--- src/rtl/dmux_scan_driver.sv ---
// Sequencer for a 1:4 demux: latches a 4-bit word and walks S through 0..3
// with Enable high, presenting word bit k on Data_in for HOLD_CYCLES each.
module dmux_scan_driver #(
  parameter int HOLD_CYCLES = 1,
  parameter int GAP_CYCLES  = 0
) (
  input  logic       clk,
  input  logic       rst,
  input  logic [3:0] word_in,
  input  logic       word_valid,
  output logic       word_ready,
  input  logic       abort,
  output logic       Data_in,
  output logic [1:0] S,
  output logic       Enable,
  output logic       busy,
  output logic       frame_done
);

  typedef enum logic [1:0] {
    IDLE  = 2'd0,
    DRIVE = 2'd1,
    GAP   = 2'd2
  } state_t;

  localparam logic [7:0] HOLD_TC = 8'(HOLD_CYCLES - 1);
  localparam logic [7:0] GAP_TC  = (GAP_CYCLES > 0) ? 8'(GAP_CYCLES - 1) : 8'd0;
  localparam bit         HAS_GAP = (GAP_CYCLES > 0);

  state_t     r_state;
  logic [3:0] r_word;
  logic [7:0] r_hold_cnt;
  logic [7:0] r_gap_cnt;
  logic       r_ready;
  logic       r_data;
  logic [1:0] r_sel;
  logic       r_en;
  logic       r_busy;
  logic       r_done;

  logic       w_hold_tc;
  logic       w_last_ch;
  logic       w_frame_end;
  logic [1:0] w_next_sel;

  assign w_hold_tc   = (r_hold_cnt == HOLD_TC);
  assign w_last_ch   = (r_sel == 2'd3);
  assign w_frame_end = abort || (w_hold_tc && w_last_ch);
  assign w_next_sel  = r_sel + 2'd1;

  always_ff @(posedge clk or posedge rst) begin
    if (rst) begin
      r_state    <= IDLE;
      r_word     <= 4'd0;
      r_hold_cnt <= 8'd0;
      r_gap_cnt  <= 8'd0;
      r_ready    <= 1'b0;
      r_data     <= 1'b0;
      r_sel      <= 2'd0;
      r_en       <= 1'b0;
      r_busy     <= 1'b0;
      r_done     <= 1'b0;
    end else begin
      r_done <= 1'b0;
      case (r_state)
        IDLE: begin
          // word_ready comes up one edge after reset release, so no word can
          // be taken on that first edge
          if (!r_ready) begin
            r_ready <= 1'b1;
          end else if (word_valid) begin
            r_word     <= word_in;
            r_ready    <= 1'b0;
            r_en       <= 1'b1;
            r_sel      <= 2'd0;
            r_data     <= word_in[0];
            r_busy     <= 1'b1;
            r_hold_cnt <= 8'd0;
            r_state    <= DRIVE;
          end
        end

        DRIVE: begin
          if (w_frame_end) begin
            r_en       <= 1'b0;
            r_data     <= 1'b0;
            r_sel      <= 2'd0;
            r_hold_cnt <= 8'd0;
            r_done     <= !abort;
            if (HAS_GAP) begin
              r_gap_cnt <= 8'd0;
              r_state   <= GAP;
            end else begin
              r_ready <= 1'b1;
              r_busy  <= 1'b0;
              r_state <= IDLE;
            end
          end else if (w_hold_tc) begin
            r_sel      <= w_next_sel;
            r_data     <= r_word[w_next_sel];
            r_hold_cnt <= 8'd0;
          end else begin
            r_hold_cnt <= r_hold_cnt + 8'd1;
          end
        end

        GAP: begin
          if (r_gap_cnt == GAP_TC) begin
            r_gap_cnt <= 8'd0;
            r_ready   <= 1'b1;
            r_busy    <= 1'b0;
            r_state   <= IDLE;
          end else begin
            r_gap_cnt <= r_gap_cnt + 8'd1;
          end
        end

        default: r_state <= IDLE;
      endcase
    end
  end

  assign word_ready = r_ready;
  assign Data_in    = r_data;
  assign S          = r_sel;
  assign Enable     = r_en;
  assign busy       = r_busy;
  assign frame_done = r_done;

endmodule

--- config.mk ---
export PLATFORM = sky130hd
export DESIGN_NAME = dmux_scan_driver
export DESIGN_NICKNAME = d
export VERILOG_FILES = /design/src/rtl/dmux_scan_driver.sv
export SDC_FILE = /design/constraint.sdc
export NUM_CORES = 1
export LEC_CHECK = 0
export ABC_AREA = 1
export BUFFER_PORTS_ARGS = -buffer_cell sky130_fd_sc_hd__buf_2
export CORE_ASPECT_RATIO = 0.8
export CORE_MARGIN = 2
export CORE_UTILIZATION = 40
export CTS_CLUSTER_SIZE = 10
export DETAILED_ROUTE_END_ITERATION = 10
export HOLD_SLACK_MARGIN = 0.06
export PLACE_DENSITY = 0.62
export SYNTH_ARGS = -nofsm -noshare
export SYNTH_HDL_FRONTEND = slang
export SYNTH_SLANG_ARGS = --single-unit
--- constraint.sdc ---
create_clock -name clk -period 1.68 [get_ports clk]
set_input_delay 0.168 -clock clk [delete_from_list [all_inputs] [get_ports clk]]
set_output_delay 0.168 -clock clk [all_outputs]
set_load 0.01 [all_outputs]
==> implementation parameters <==
Parameter                              Value

Routing
  Vias after detailed routing    about 820
  Routed WL per cell    slightly above 10 um
  Iter 0 DRT Violations    21
  Post-detailed-route DRC marker count    0
  Total detailed-routing wirelength    1830 um
  TritonRoute pass-1 iters    4
  Post-DRT Antenna Nets    0
  Routed via count divided by cell count    4.61

Cells and area
  Layout cells sized above 1    about a quarter
  Number of inserted diodes    0
  Final Util    48.0%
  P&R area growth vs syn    15.2%
  Fill cell instance count of the final layout    approximately 240
  Post-layout net count    153

Floorplan
  Floorplan Core Area    2420 um2
  Vertical die dimension    about 49 um
  # rows    16
  Chip Width    ~60 um
  Initial Util    roughly two fifths
  Count of pins on the block boundary    15
  Area enclosed by the die boundary    slightly below 3000 um2

Hold path
  Hold path endpoint    r_word[2]
  Number of instances on the worst hold path    3
  Startpoint of the worst hold path    word_in[2]
  Classification of the worst-slack hold path    input port to register

Critical path
  Buffers and inverters on the worst path    2
  Critical path required time    1.88 ns
  CP Capture Type    register
  Critical-path cell with the highest stage delay    sky130_fd_sc_hd__dfrtp_1
  WP data arrival    between 1.5 and 2 ns
  Largest delay share family, worst path    simple AND/OR/NAND/NOR gates
  Kind of start point of the critical path    register
  R2r startpoint    r_hold_cnt[0]
  Peak fanout along the critical path    8
  Crit-path max cell delay    0.39 ns
  Register-to-register setup slack    around 0.27 ns
  Worst Path Class, Setup    register to register
  Cell repeated most along the worst path    sky130_fd_sc_hd__nand2_1
  Worst reg2reg endpoint    Data_in
  Cell depth of the worst flop-to-flop path    9
  Cell Chain, Critical Path    inv_1 -> ha_1 -> nand3_4 -> nor2_4 -> nor2_8 -> inv_6 -> nand2_4 -> nand2_1 -> nand2_1

Clock network
  Root buf cell    sky130_fd_sc_hd__clkbuf_4
  Number of cells upsized or downsized after cts    0
  TritonCTS buffer count    3
  H-Tree Level Count    1
  Post-CTS setup-driven buffer insertion count    0
  Latest clock arrival within the worst-skew pair    about 0.31 ns
  Clock tree from TritonCTS    yes
  Buffer depth of the longest clock path    2
  Sinks on the clock net    18
  Number of hold buffers added after CTS    1
  Clock-pin slew on the worst setup and hold paths    about 0.10 ns

Synth
  Predominant post-synthesis flop cell    sky130_fd_sc_hd__dfrtp_1
  Post-synthesis xor/xnor area fraction    between 1.5 and 2%
  Compound-cell area share of the yosys netlist    between 10% and 20%
  Yosys cell types    27
  Simple-gate share of the synthesized area    ~29%
  Combined area of all synthesized cells    ~1000 um2
  Share of synthesized registers carrying an async set or reset    100%
  Total of warnings raised by yosys    0
  Combinational family with the most area after synthesis    simple AND/OR/NAND/NOR gates
  Share of cell area taken by muxes after synthesis    ~1.1%
  Post-synth EDFFs    0
  Syn nets    about 130
  Average cell area after synthesis    8.21 um2
  Count of mapped cells out of synthesis    123
  Flops & latches, synth    18
  Arithmetic-cell share of the synthesized area counting full adders, half adders and majority gates    3.72%
  Cell types occupying the most area after synthesis    sky130_fd_sc_hd__dfrtp_1 (45%), sky130_fd_sc_hd__nand2_1 (12%), sky130_fd_sc_hd__inv_1 (6.7%)
  Cell with the most instances after synthesis    sky130_fd_sc_hd__nand2_1
  Share of the synthesized area in the top cell type    ~45%
  Post-synth top cells    sky130_fd_sc_hd__nand2_1 (31), sky130_fd_sc_hd__dfrtp_1 (18), sky130_fd_sc_hd__inv_1 (18)
  Cell taking the most area after synthesis    sky130_fd_sc_hd__dfrtp_1
  Sequential-to-total area share from yosys stat    44.6%

STA
  Minimum clock period after layout    roughly 1.4 ns
  Tightest slew margin relative to the limit    54.2%
  Total of endpoints with negative setup slack in the final report    0
  Max Clk Rate    just over 700 MHz
  Unrepaired setup endpoints after global routing    false
  Slew Limit Fails    0
  Final cycle utilization of the critical path    about 84%
  Final Hold Violating Endpoints    0
  Final clock skew    0.00915 ns
  Worst-margin pin slew    0.687 ns
  Post-Route Setup TNS    0 ns

Global route
  Maximum number of pins on one net before global-route repair    19
  Overflow left after global routing    0
  Via count of the first global-routing pass    around 780
  First-pass GRT wire length    between 3000 and 4000 um
  Antenna violations before repair    0
  Global routing usage summed across all routing layers    15.5%

Place
  GP Congestion    0.825
  PortBufs    14
  HPWL Detailed    1450 um

Pwr
  PwrDens    approximately 1200 nW/um2
  Lkg Pwr    roughly 0.61 nW
  Worst VDD drop    0.582 mV
  Overall power consumption    1.40 mW

Flow run
  Max-cap violations    0

Status
  Run status    finished clean
==> cell type report <==
class	instances	area (um2)	share of cell area, %
Multi-Input combinational cell	82	464	39.9
Sequential cell	18	450	38.7
Timing Repair Buffer	15	80.1	6.88
Inverter	22	87.6	7.53
Clock buffer	4	36.3	3.12
Tap cell	36	45.0	3.87
==> metal layers <==
metal | vias to the layer above | global-route usage, % | part of all wire (%)
met1 | 370 | 21.4 | 50
met2 | 13 | 22.1 | 43
met3 | 6 | 5.57 | 4.2
li1 | 427 | - | -
met5 | - | 0 | 0
met4 | 0 | 5.56 | 2.0
==> how the worst max path moves through the flow <==
| stage | slack [ns] | depth (start not counted) | endpoint | from |
|---|---|---|---|---|
| finish | 0.27 | 9 | Data_in | r_hold_cnt[0] |
| global route | 0.15 | 9 | S[1] | r_hold_cnt[0] |
| CTS | 0.25 | 9 | S[1] | r_hold_cnt[0] |
| detailed placement | 0.26 | 9 | S[1] | r_hold_cnt[0] |
| global placement | 0.30 | 9 | S[1] | r_hold_cnt[0] |
| floorplan | 0.35 | 9 | S[1] | r_hold_cnt[0] |
==> sequential cells by signal, summed over array words and instances (netlist names) <==
signal,count
r_hold_cnt,8
r_word,4
S,2
Data_in,1
busy,1
frame_done,1
word_ready,1
==> worst register-to-register path: cells and delay by family (launching register included) <==
kind                       cells  cell delay (ns)
and+or+nand+nor                6             0.49
adders and majority gates      1             0.23
DFF                            1             0.39
buffers and inverters          2             0.19
==> where the power goes <==
part           internal, mW  leakage [nW]  switching [mW]
Combinational         0.195         0.353           0.322
Sequential            0.535         0.231          0.0789
Clock                 0.133        0.0210           0.137
Total                 0.863         0.605           0.539
==> cells by family (layout without fill, tap and decap cells) <==
logic type                 Yosys count  count (layout)
adders and majority gates            3               3
AOI/OAI and AO/OA                   17              17
DFF                                 18              18
xor gates and xnor gates             2               2
buffers and inverters               23              41
muxes                                1               1
and+or+nand+nor                     59              59
==> layout by cell type (no fill, tap or decap) <==
| cell | instances |
|---|---|
| sky130_fd_sc_hd__a21oi_1 | 4 |
| sky130_fd_sc_hd__a21oi_2 | 1 |
| sky130_fd_sc_hd__a31oi_1 | 1 |
| sky130_fd_sc_hd__buf_2 | 14 |
| sky130_fd_sc_hd__clkbuf_4 | 3 |
| sky130_fd_sc_hd__clkbuf_8 | 1 |
| sky130_fd_sc_hd__dfrtp_1 | 18 |
| sky130_fd_sc_hd__dlygate4sd3_1 | 1 |
| sky130_fd_sc_hd__ha_1 | 3 |
| sky130_fd_sc_hd__inv_1 | 18 |
| sky130_fd_sc_hd__inv_2 | 3 |
| sky130_fd_sc_hd__inv_6 | 1 |
| sky130_fd_sc_hd__mux2_2 | 1 |
| sky130_fd_sc_hd__nand2_1 | 31 |
| sky130_fd_sc_hd__nand2_2 | 1 |
| sky130_fd_sc_hd__nand2_4 | 1 |
| sky130_fd_sc_hd__nand3_1 | 8 |
| sky130_fd_sc_hd__nand3_4 | 1 |
| sky130_fd_sc_hd__nand4_1 | 2 |
| sky130_fd_sc_hd__nor2_1 | 10 |
| sky130_fd_sc_hd__nor2_2 | 1 |
| sky130_fd_sc_hd__nor2_4 | 1 |
| sky130_fd_sc_hd__nor2_8 | 1 |
| sky130_fd_sc_hd__nor3_1 | 2 |
| sky130_fd_sc_hd__o21ai_0 | 1 |
| sky130_fd_sc_hd__o21ai_1 | 3 |
| sky130_fd_sc_hd__o21ai_2 | 4 |
| sky130_fd_sc_hd__o22ai_1 | 3 |
| sky130_fd_sc_hd__xnor2_1 | 1 |
| sky130_fd_sc_hd__xor2_1 | 1 |
==> stage by stage <==
| step | setup slack, ns | hold slack, ns | std cells | area [um2] |
|---|---|---|---|---|
| after floorplan | 0.350 | 0.107 | 123 | 1010 |
| after global placement | 0.298 | 0.307 | 172 | 1120 |
| after detailed placement | 0.265 | 0.314 | 172 | 1120 |
| after CTS | 0.253 | 0.0966 | 177 | 1160 |
| after global routing | 0.150 | 0.113 | 177 | 1160 |
| final | 0.271 | 0.100 | 177 | 1160 |
No activity file was read; power rests on OpenSTA's default activity.
